$ cat config.mk
export PLATFORM = sky130hd
export DESIGN_NAME = cmac_axis_pkt_gen_multi
export DESIGN_NICKNAME = d
export VERILOG_FILES = /design/src/rtl/cmac_axis_pkt_gen_multi.sv
export SDC_FILE = /design/constraint.sdc
export NUM_CORES = 1
export LEC_CHECK = 0
export ABC_AREA = 1
export CELL_PAD_IN_SITES_DETAIL_PLACEMENT = 1
export CELL_PAD_IN_SITES_GLOBAL_PLACEMENT = 1
export CORE_AREA = 2 2 259 261
export DETAILED_ROUTE_END_ITERATION = 7
export DIE_AREA = 0 0 261 263
export MAX_ROUTING_LAYER = met4
export PLACE_DENSITY = 0.66
export SLEW_MARGIN = 20
export SYNTH_ARGS = -nofsm -noshare
export SYNTH_HDL_FRONTEND = slang
export SYNTH_SLANG_ARGS = --single-unit
export TNS_END_PERCENT = 30
$ cat constraint.sdc
create_clock -name aclk -period 4.6 [get_ports aclk]
set_clock_uncertainty 0.1 [all_clocks]
set_input_delay 0.92 -clock aclk [delete_from_list [all_inputs] [get_ports aclk]]
set_output_delay 0.92 -clock aclk [all_outputs]
set_load 0.05 [all_outputs]
$ cat src/rtl/cmac_axis_pkt_gen_multi.sv
// -----------------------------------------------------------------------------
// cmac_axis_pkt_gen_multi
// AXI4-Stream packet source for the CMAC TX path. A run is a sequence of
// packets whose size is fixed, sweeps upward by a step, or repeats until
// stopped, with an optional idle gap after each packet. Packet payload
// byte k is (seq + k) mod 256, where seq is the packet's index within the run.
//
// Ports
//   aclk, aresetn          clock, asynchronous active-low reset
//   start, stop            single-cycle control pulses
//   cfg_mode               0 fixed, 1 sweep, 2 continuous, 3 behaves as 0
//   cfg_pkt_num            packets per run (modes 0/1)
//   cfg_pkt_size           initial packet size in bytes (clamped)
//   cfg_size_step          per-packet size increment in sweep mode
//   cfg_gap                idle cycles after each packet
//   m_axis_*               AXI4-Stream master (tuser tied 0)
//   busy, done             run status
//   cfg_err                pulse on start with a zero packet count in mode 0/1
//   pkt_cnt                packets completed this run
// -----------------------------------------------------------------------------
module cmac_axis_pkt_gen_multi #(
    parameter int DATA_W       = 512,
    parameter int SIZE_W       = 14,
    parameter int MIN_PKT_SIZE = 64,
    parameter int MAX_PKT_SIZE = 9600,
    parameter int GAP_W        = 8
) (
    input  logic                  aclk,
    input  logic                  aresetn,
    input  logic                  start,
    input  logic                  stop,
    input  logic [1:0]            cfg_mode,
    input  logic [15:0]           cfg_pkt_num,
    input  logic [SIZE_W-1:0]     cfg_pkt_size,
    input  logic [SIZE_W-1:0]     cfg_size_step,
    input  logic [GAP_W-1:0]      cfg_gap,
    input  logic                  m_axis_tready,
    output logic                  m_axis_tvalid,
    output logic [DATA_W-1:0]     m_axis_tdata,
    output logic [DATA_W/8-1:0]   m_axis_tkeep,
    output logic                  m_axis_tlast,
    output logic                  m_axis_tuser,
    output logic                  busy,
    output logic                  done,
    output logic                  cfg_err,
    output logic [15:0]           pkt_cnt
);

    localparam int BYTES = DATA_W / 8;
    localparam logic [SIZE_W-1:0] BYTES_S = SIZE_W'(BYTES);
    localparam logic [SIZE_W-1:0] MIN_S   = SIZE_W'(MIN_PKT_SIZE);
    localparam logic [SIZE_W-1:0] MAX_S   = SIZE_W'(MAX_PKT_SIZE);
    localparam logic [SIZE_W:0]   MAX_W   = (SIZE_W+1)'(MAX_PKT_SIZE);

    typedef enum logic [2:0] {S_IDLE, S_LOAD, S_SEND, S_GAP, S_DONE} state_t;

    state_t              state;
    logic [1:0]          mode_q;
    logic [15:0]         num_q;
    logic [SIZE_W-1:0]   base_q;     // clamped initial size, sweep reload value
    logic [SIZE_W-1:0]   size_q;     // size of the packet being sent
    logic [SIZE_W-1:0]   step_q;
    logic [GAP_W-1:0]    gap_q;
    logic [GAP_W-1:0]    gap_cnt;
    logic [7:0]          seq_q;
    logic [SIZE_W-1:0]   off_q;      // byte offset of the beat on the bus
    logic                stop_q;
    logic                tvalid_q;
    logic                busy_q;
    logic                done_q;
    logic                cfg_err_q;
    logic [15:0]         pkt_cnt_q;

    logic [1:0]          mode_eff;
    logic                cfg_bad;
    logic [SIZE_W-1:0]   size_clamped;
    logic [SIZE_W-1:0]   rem;
    logic                last_beat;
    logic                xfer;
    logic                stop_any;
    logic [15:0]         pkt_cnt_inc;
    logic                run_end;
    logic [SIZE_W:0]     sweep_sum;
    logic [SIZE_W-1:0]   sweep_next;

    always_comb begin
        mode_eff     = (cfg_mode == 2'd3) ? 2'd0 : cfg_mode;
        cfg_bad      = (mode_eff != 2'd2) && (cfg_pkt_num == 16'd0);
        size_clamped = (cfg_pkt_size < MIN_S) ? MIN_S :
                       (cfg_pkt_size > MAX_S) ? MAX_S : cfg_pkt_size;
        rem          = size_q - off_q;
        last_beat    = (rem <= BYTES_S);
        xfer         = tvalid_q && m_axis_tready;
        // a stop arriving on the tlast cycle itself also ends the run
        stop_any     = stop_q || stop;
        pkt_cnt_inc  = pkt_cnt_q + 16'd1;
        run_end      = stop_any || ((mode_q != 2'd2) && (pkt_cnt_inc == num_q));
        sweep_sum    = {1'b0, size_q} + {1'b0, step_q};
        sweep_next   = (sweep_sum > MAX_W) ? base_q : sweep_sum[SIZE_W-1:0];
    end

    always_ff @(posedge aclk or negedge aresetn) begin
        if (!aresetn) begin
            state     <= S_IDLE;
            mode_q    <= '0;
            num_q     <= '0;
            base_q    <= '0;
            size_q    <= '0;
            step_q    <= '0;
            gap_q     <= '0;
            gap_cnt   <= '0;
            seq_q     <= '0;
            off_q     <= '0;
            stop_q    <= 1'b0;
            tvalid_q  <= 1'b0;
            busy_q    <= 1'b0;
            done_q    <= 1'b0;
            cfg_err_q <= 1'b0;
            pkt_cnt_q <= '0;
        end else begin
            cfg_err_q <= 1'b0;
            if (stop && (state == S_LOAD || state == S_SEND || state == S_GAP))
                stop_q <= 1'b1;

            case (state)
                S_IDLE, S_DONE: begin
                    if (start) begin
                        if (cfg_bad) begin
                            cfg_err_q <= 1'b1;
                        end else begin
                            state  <= S_LOAD;
                            busy_q <= 1'b1;
                        end
                    end
                end

                S_LOAD: begin
                    mode_q    <= mode_eff;
                    num_q     <= cfg_pkt_num;
                    base_q    <= size_clamped;
                    size_q    <= size_clamped;
                    step_q    <= cfg_size_step;
                    gap_q     <= cfg_gap;
                    pkt_cnt_q <= '0;
                    done_q    <= 1'b0;
                    seq_q     <= '0;
                    off_q     <= '0;
                    stop_q    <= stop;   // drop any stale stop, keep a fresh one
                    tvalid_q  <= 1'b1;
                    state     <= S_SEND;
                end

                S_SEND: begin
                    if (xfer) begin
                        if (last_beat) begin
                            pkt_cnt_q <= pkt_cnt_inc;
                            seq_q     <= seq_q + 8'd1;
                            off_q     <= '0;
                            if (mode_q == 2'd1)
                                size_q <= sweep_next;
                            if (run_end) begin
                                tvalid_q <= 1'b0;
                                busy_q   <= 1'b0;
                                done_q   <= 1'b1;
                                state    <= S_DONE;
                            end else if (gap_q != '0) begin
                                tvalid_q <= 1'b0;
                                gap_cnt  <= gap_q;
                                state    <= S_GAP;
                            end
                            // otherwise tvalid stays high: back-to-back packets
                        end else begin
                            off_q <= off_q + BYTES_S;
                        end
                    end
                end

                S_GAP: begin
                    if (stop_any) begin
                        busy_q <= 1'b0;
                        done_q <= 1'b1;
                        state  <= S_DONE;
                    end else begin
                        gap_cnt <= gap_cnt - 1'b1;
                        // raise tvalid on the last idle cycle so the gap is exact
                        if (gap_cnt == GAP_W'(1)) begin
                            tvalid_q <= 1'b1;
                            state    <= S_SEND;
                        end
                    end
                end

                default: state <= S_IDLE;
            endcase
        end
    end

    // Beat contents derive from registered state only; gating with tvalid
    // keeps the bus at zero while idle and during reset.
    for (genvar i = 0; i < BYTES; i++) begin : g_byte
        localparam logic [7:0]        IDX   = 8'(i % 256);
        localparam logic [SIZE_W-1:0] IDX_S = SIZE_W'(i);
        assign m_axis_tkeep[i]        = tvalid_q && (!last_beat || (IDX_S < rem));
        assign m_axis_tdata[8*i +: 8] = m_axis_tkeep[i] ? (seq_q + off_q[7:0] + IDX) : 8'h00;
    end

    assign m_axis_tvalid = tvalid_q;
    assign m_axis_tlast  = tvalid_q && last_beat;
    assign m_axis_tuser  = 1'b0;
    assign busy          = busy_q;
    assign done          = done_q;
    assign cfg_err       = cfg_err_q;
    assign pkt_cnt       = pkt_cnt_q;

endmodule
Word level (Yosys, flattened, before mapping)
Cells that the tools add are included.

word-level totals
  input port bits = 59
  register bits after elaboration = 122
  logic and storage cells = 452
  output and inout bits = 598

cells by class
  reductions and logical operators = 155
  equal/unequal tests = 23
  order comparisons = 68
  add/subtract/negate cells = 70
  multiplexer cells = 120

operators with widths
  kind                   count
  $mux 8                 71
  $lt 6x14->1 const A    32
  $add 8x6->8 const B    32
  $lt 5x14->1 const A    16
  $add 8x5->8 const B    16
  $lt 4x14->1 const A    8
  $mux 14                8
  $logic_and 1x1->1      69
  $logic_or 1x1->1       68
  $add 8x4->8 const B    8
  $lt 3x14->1 const A    4
  $pmux 14 s2            2
  $add 8x3->8 const B    4
  $mux 16                2
  $pmux 16 s2            1
  $pmux 8 s2             2
  $lt 1x14->1 const A    2
  $lt 2x14->1 const A    2
  $mux 3                 8
  $mux 1                 21
  $ne 2x2->1 const B     10
  $reduce_and 6->1       3
  $add 16x1->16 const B  1
  $add 8x1->8 const B    2
  34 further kinds       44

Longest topological paths before layout
Gate-level depths: netlist of the first run.

  depth in word-level cells = 8
  gate-level depth with buffers = 21
  depth with buffers taken out = 20

Worst setup path after synthesis of the first run
No wires, ideal clock.

  path kind = register -> output
  start = reg size_q[1]
  end = out m_axis_tdata[224]
  stages on the path, launching flop included = 9
  arrival time = 3414 ps
  buffers on the path = 0
  required time = 3580 ps
  setup slack = 166 ps
  cells stage by stage = dfrtp_1 > inv_1 > ha_1 > nor2_1 > nor2_1 > a21oi_1 > o21ai_0 > inv_1 > nor2_1

between the ends
  longest elaborated chain between the ends = 6
  elaborated cells on any way between the ends = 7
  classes of those cells = 1 x add/sub; 2 x order compare; 1 x mux; 3 x reduce/logical

ends and longest elaborated chain
  element                 RTL line  source
  start, declared         61        logic [SIZE_W-1:0] size_q;
  start signal, assigned  141       size_q <= size_clamped;
  start signal, assigned  160       size_q <= sweep_next;
  $sub 14x14->14 *        91        rem = size_q - off_q;
  $le 14x7->1             92        last_beat = (rem <= BYTES_S);
  $logic_not 1->1         203       assign m_axis_tkeep[i] = tvalid_q && (!last_beat || (IDX_S < rem));
  $logic_or 1x1->1 *      203
  $logic_and 1x1->1 *     203
  net m_axis_tkeep[28]    40        output logic [DATA_W/8-1:0] m_axis_tkeep,
  $mux 8 *                204       assign m_axis_tdata[8*i +: 8] = m_axis_tkeep[i] ? (seq_q + off_q[7:0] + IDX) : 8'h00;
  end, declared           39        output logic [DATA_W-1:0] m_axis_tdata,

The timed path passes the listed nets; every way through them passes the cells marked *.

Final worst setup path of the first run
  start = reg seq_q[2]
  end = out m_axis_tdata[219]

between the ends
  longest elaborated chain between the ends = 3

ends and longest elaborated chain
  element                 RTL line  source
  start, declared         65        logic [7:0] seq_q;
  start signal, assigned  157       seq_q <= seq_q + 8'd1;
  $add 8x8->8             204
  $add 8x5->8             204
  $mux 8                  204

No other way between the ends.

==> impl_metrics.json, run 1 <==
{
  "pre_cts_slack_ns": -0.1070,
  "hold_class": "reg -> reg",
  "rows": 94,
  "core_area_um2": 65630,
  "async_flop_share": 1.000,
  "p_switching_mw": 16.46,
  "drc_errors": 0,
  "synth_area_leaders": "dfrtp_1, nor2_1, nand2_1",
  "stdcell_count": 4020,
  "syn_inst": 2457,
  "dpl.cell_count": 3959,
  "grt_pass1_vias": 20610,
  "sequentialPowerShare": 0.065,
  "peakVddDrop_uv": 355.6,
  "tritoncts": "yes",
  "cp-start-kind": "flop",
  "avgSynthCellArea_um2": 5.864,
  "fmax_mhz": 222.3,
  "antenna_found_initial": 1,
  "max_slew_margin": 0.3037,
  "ios": 657,
  "finish.utilization": 0.4294,
  "setup_ws_ns": 0.1020,
  "synth_top_area_share": 0.2015,
  "yosysUniqueCellTypes": 51,
  "finalNetCount": 3258,
  "die_w_um": 261,
  "floorplan.die.height_um": 263,
  "routed_via_density": 4.927,
  "vias": 19810,
  "hold_ws_ns": 0.3921,
  "synth_edf_count": 0,
  "area_delta_synth_final_pct": 95.57,
  "setup_viol": 0,
  "ys_seq_area_frac": 0.2015,
  "cellLeakagePower_nw": 13.07,
  "cp-end-kind": "output pin",
  "worstMarginPinSlew_ns": 1.040,
  "design.die.area_um2": 68640,
  "cts.sinks": 116,
  "hold_violations": 0,
  "rsz0062_at_grt": "yes",
  "grt_pass1_wl_um": 151900,
  "grt-ovfl-total": 0,
  "yosys_most_used_dff": "dfrtp_1",
  "netSwitchingFraction": 0.6035,
  "path_class": "reg -> out",
  "drt_iter0_drc": 1292,
  "postCtsHoldBufs": 0,
  "clkTransAtPathRegs_ns": 0.06,
  "critPathRequiredTime_ns": 3.58,
  "place_hpwl_um": 86690,
  "worstPathArrival_ns": 3.48,
  "p_int_mw": 10.81,
  "clockBufferDepth": 2,
  "synthesis.area_um2": 14410,
  "synth-seq-cells": 116,
  "netlist_top_cells_count": "nor2_1, nand2_1, inv_1",
  "combPwrFrac": 0.884,
  "synth.most_common_cell": "nor2_1",
  "layout-drive-gt1-share": 0.2809,
  "gr-usage-all-layers": 0.3121,
  "design_area_um2": 28180,
  "maxCapViolCount": 0,
  "worstPathMaxFanout": 12,
  "status": "finished clean",
  "worstSkewPairLatency_ns": 0.43,
  "slew_viol_final": 0,
  "routedWlPerCell_um": 26.91,
  "pwr-share-clk": 0.051,
  "cts_root_buffer": "clkbuf_16",
  "gp_congestion": 0.9618,
  "grt_max_degree": 72,
  "h-tree-depth": 4,
  "cts_buffers": 17,
  "placed_cell_area_um2": 26750,
  "r2r_setup_slack_ns": 0.76,
  "min_period_ns": 4.498,
  "fin_setup_tns_ns": 0,
  "wl_um": 108200,
  "portBuffers": 655,
  "ys_warn_count": 0,
  "power_density_nw_per_um2": 967.9,
  "first_pass_iters": 8,
  "initial_utilization": 0.2196,
  "timing.final.crit_share": 0.9778,
  "yosysTopAreaCell": "dfrtp_1",
  "p_total_mw": 27.27,
  "drt.antenna.violating_nets": 0
}
==> kinds of logic (layout without fill, tap and decap cells) <==
kind of cell | Yosys count | after routing | synth area share
AOI/OAI and AO/OA | 308 | 309 | 0.1296
xor gates and xnor gates | 167 | 167 | 0.1025
adders and majority gates | 56 | 56 | 0.04915
buffers and inverters | 428 | 1122 | 0.1178
DFF | 116 | 116 | 0.2015
other | 2 | 5 | 0.0005212
and+or+nand+nor | 1380 | 1381 | 0.3989
==> critical path, cell delays in order, from the launching register on <==
cell     delay, ns
dfrtp_1       0.50
buf_4         0.26
ha_1          0.24
a21oi_1       0.80
xor2_1        0.55
inv_1         0.25
nor2_1        0.26
buf_12        0.17
==> power groups by stage <==
stage	Sequential (mW)	Combinational (mW)	Clock (mW)
final	1.76	24.1	1.39
after global routing	1.81	25.0	1.47
after CTS	1.75	23.6	1.42
after detailed placement	1.77	23.4	0
after global placement	1.75	23.1	0
after floorplan	1.69	12.1	0
==> layout make-up <==
type,instances,area [um2]
multi-input combinational,1916,10260
sequential,116,2907
inverter,325,1250
timing repair buffer,767,12080
tap,864,1081
clock buffer,21,470.5
antenna,2,5.005
clock inverter,9,128.9
fill,7923,37450
==> layer usage <==
metal  vias to the layer above  part of all wire  track usage
li1                       8980                 -            -
met3                       198             0.069      0.05546
met2                       759              0.49       0.5293
met1                      9869              0.40       0.3657
met4                         0             0.046       0.1167
met5                         -                 0            -
==> sequential cells by signal (all words and copies together) (netlist names) <==
signal	cells
stop_q	1
mode_q	2
state	3
gap_q	8
step_q	14
cfg_err	1
gap_cnt	8
m_axis_tvalid	1
busy	1
off_q	8
base_q	14
seq_q	8
done	1
num_q	16
size_q	14
pkt_cnt	16
==> repair_timing <==
action	4_1_cts	5_1_grt
buffers inserted	9	18
gates resized for setup	45	78
pin swaps	4	7
endpoints found under the setup margin	466	438
gates cloned	0	2
==> final timing paths <==
kind / from / end / cells past startpoint
setup / recovery: seq_q[2]$_DFFE_PN0P_ / m_axis_tdata[219] / 7
hold / removal: step_q[4]$_DFFE_PN0P_ / step_q[4]$_DFFE_PN0P_ / 2
setup reg to reg: size_q[0]$_DFFE_PN0P_ / size_q[6]$_DFFE_PN0P_ / 20
hold reg to reg: step_q[4]$_DFFE_PN0P_ / step_q[4]$_DFFE_PN0P_ / 2
max in group asynchronous: aresetn / step_q[3]$_DFFE_PN0P_ / 2
min in group asynchronous: aresetn / num_q[14]$_DFFE_PN0P_ / 1
==> placed cells by master, fill, tap and decap left out, types with 5 or more instances in the layout <==
cell type,Yosys,final
a21boi_0,8,8
a21oi_1,86,80
a21oi_2,0,5
a31oi_1,6,6
buf_12,0,487
buf_4,3,194
buf_6,8,8
clkbuf_16,0,17
clkdlybuf4s50_1,0,77
clkinv_1,6,6
dfrtp_1,116,113
ha_1,55,48
ha_4,0,5
inv_1,306,303
inv_2,11,13
nand2_1,478,477
nand2_2,24,10
nand2_4,6,18
nand2_8,1,5
nand3_1,109,109
nand3_4,1,8
nand3b_1,7,7
nand4_1,39,39
nor2_1,666,627
nor2_2,5,44
nor3_1,15,15
nor4_1,8,8
o21a_1,17,17
o21ai_0,127,124
o21ai_1,9,8
o21ai_2,20,23
o21ai_4,9,11
o21bai_1,5,5
o31ai_1,12,12
xnor2_1,52,52
xor2_1,114,111
Note: power is estimated with default switching activity, not from simulation.
==> run 2: changes to the inputs <==
--- a/config.mk
+++ b/config.mk
@@ -13,8 +13,7 @@
 export DIE_AREA = 0 0 261 263
 export MAX_ROUTING_LAYER = met4
 export PLACE_DENSITY = 0.66
-export SLEW_MARGIN = 20
 export SYNTH_ARGS = -nofsm -noshare
 export SYNTH_HDL_FRONTEND = slang
 export SYNTH_SLANG_ARGS = --single-unit
-export TNS_END_PERCENT = 30
+export TNS_END_PERCENT = 5
==> impl_metrics.json, run 2 (synthesis gave the netlist of run 1 again) <==
{
  "path_cells": "inv_1 -> ha_4 -> a21oi_2 -> o21ai_1 -> nand2_1 -> nand4_1 -> nand2_1 -> a21oi_2 -> and2_4 -> nand2_8 -> nand2_4 -> o21ai_2 -> buf_12 -> nand3_2 -> nor2_1 -> buf_12",
  "slew_viol_final": 0,
  "num_antenna_cells": 0,
  "path_class": "reg -> out",
  "combPwrFrac": 0.884,
  "cp_slowest_stage_delay_ns": 0.40,
  "gr-usage-all-layers": 0.3122,
  "design.die.area_um2": 68640,
  "cpLargestDelayFamily": "simple AND/OR/NAND/NOR gates",
  "layout-drive-gt1-share": 0.2780,
  "r2r_cells": 20,
  "p_switching_mw": 16.42,
  "clkTransAtPathRegs_ns": 0.06,
  "core_area_um2": 65630,
  "area_delta_synth_final_pct": 94.33,
  "clockBufferDepth": 2,
  "tritoncts": "yes",
  "hold_class": "reg -> reg",
  "power_density_nw_per_um2": 968.4,
  "netSwitchingFraction": 0.6057,
  "p_int_mw": 10.69,
  "hp-start": "base_q[3]$_DFFE_PN0P_",
  "holdPathStages": 2,
  "finish.utilization": 0.4267,
  "die_w_um": 261,
  "routed_via_density": 4.949,
  "rsz0062_at_grt": "yes",
  "initial_utilization": 0.2196,
  "maxCapViolCount": 0,
  "worstSkewPairLatency_ns": 0.43,
  "antenna_found_initial": 0,
  "hold_ws_ns": 0.3900,
  "h-tree-depth": 4,
  "routedWlPerCell_um": 26.86,
  "grt_pass1_wl_um": 151900,
  "cp-start-kind": "flop",
  "drt.antenna.violating_nets": 0,
  "final_common_cell": "nor2_1",
  "whs_endpoint": "base_q[3]$_DFFE_PN0P_",
  "wl_um": 107700,
  "grt-ovfl-total": 0,
  "slowest_stage": "dfrtp_1",
  "final_cell_mix": "nor2_1, buf_12, nand2_1",
  "drt_iter0_drc": 1360,
  "timing.final.crit_share": 0.9906,
  "portBuffers": 655,
  "worstMarginPinSlew_ns": 0.9921,
  "vias": 19850,
  "reg2reg_to": "size_q[7]$_DFFE_PN0P_",
  "cts.sinks": 116,
  "worstPathArrival_ns": 3.54,
  "crit_buf_inv": 3,
  "grt_pass1_vias": 20620,
  "rows": 94,
  "pwr-share-clk": 0.051,
  "first_pass_iters": 5,
  "hold_violations": 0,
  "worstPathMaxFanout": 11,
  "timing.rr.start": "size_q[0]$_DFFE_PN0P_",
  "place_hpwl_um": 86690,
  "dpl.cell_count": 3959,
  "status": "finished clean",
  "floorplan.die.height_um": 263,
  "ios": 657,
  "r2r_setup_slack_ns": 0.78,
  "gp_congestion": 0.9618,
  "cts_root_buffer": "clkbuf_16",
  "sequentialPowerShare": 0.065,
  "min_period_ns": 4.557,
  "postCtsHoldBufs": 0,
  "cellLeakagePower_nw": 13.01,
  "max_slew_margin": 0.3386,
  "finalNetCount": 3251,
  "grt_max_degree": 72,
  "cp-end-kind": "output pin",
  "drc_errors": 0,
  "setup_viol": 0,
  "critPathRequiredTime_ns": 3.58,
  "peakVddDrop_uv": 355.4,
  "stdcell_count": 4011,
  "fmax_mhz": 219.5,
  "cts_buffers": 17
}
run 2: per-layer routing:
layer / part of all wire / vias to the layer above / GRT usage / wire [um]
met5: 0 / - / - / 0
met4: 0.046 / 0 / 0.1256 / 4978
met3: 0.066 / 202 / 0.05700 / 7077
met2: 0.49 / 772 / 0.5244 / 52750
met1: 0.40 / 9906 / 0.3657 / 42940
li1: - / 8970 / - / -
run 2: layout make-up:
type,count,area [um2]
Clock buffer,21,470.5
Timing Repair Buffer,759,11940
Multi-Input combinational cell,1917,10220
Tap cell,864,1081
Inverter,325,1252
Clock inverter,9,128.9
Sequential cell,116,2907
Fill cell,7936,37630
run 2: repair_timing:
action | CTS | global route
setup buffers | 5 | 14
pin swaps | 4 | 6
setup endpoints to repair | 466 | 459
resized for setup | 70 | 39
gates cloned | 0 | 3
run 2: worst max-delay path by stage:
stage / from / slack [ns] / to / depth (start not counted)
detailed placement: off_q[7]$_DFFE_PN0P_ / -0.11 / m_axis_tdata[333] / 15
global route: off_q[7]$_DFFE_PN0P_ / -0.05 / m_axis_tdata[439] / 16
CTS: off_q[6]$_DFFE_PN0P_ / -0.08 / m_axis_tdata[93] / 16
global placement: off_q[6]$_DFFE_PN0P_ / 0.09 / m_axis_tdata[303] / 16
finish: off_q[7]$_DFFE_PN0P_ / 0.04 / m_axis_tdata[439] / 16
floorplan: size_q[1]$_DFFE_PN0P_ / 0.17 / m_axis_tdata[224] / 8
run 2: worst min-delay path, delay by kind of cell (launching register included):
| kind | cells | cell delay [ns] |
|---|---|---|
| flip-flops | 1 | 0.34 |
| AO/OA/AOI/OAI | 1 | 0.06 |
| AND/OR/NAND/NOR | 1 | 0.05 |
run 2: metrics by stage:
step | cell area, um2 | worst slack (ns) | TNS (ns) | power, mW
4_1_cts | 27680 | -0.07963 | -0.9516 | 26.87
2_1_floorplan | 14410 | 0.1661 | 0 | 13.77
6_report | 28000 | 0.04328 | 0 | 27.12
5_1_grt | 28000 | -0.05170 | -0.2808 | 28.10
3_3_place_gp | 26750 | 0.09171 | 0 | 24.86
3_5_place_dp | 26750 | -0.1070 | -1.169 | 25.13
run 2: power groups by stage:
stage	combinational, mW	sequential (mW)	clock (mW)
2_1_floorplan	12.1	1.69	0
3_3_place_gp	23.1	1.75	0
3_5_place_dp	23.4	1.77	0
4_1_cts	23.7	1.75	1.42
5_1_grt	24.8	1.81	1.47
6_report	24.0	1.76	1.39
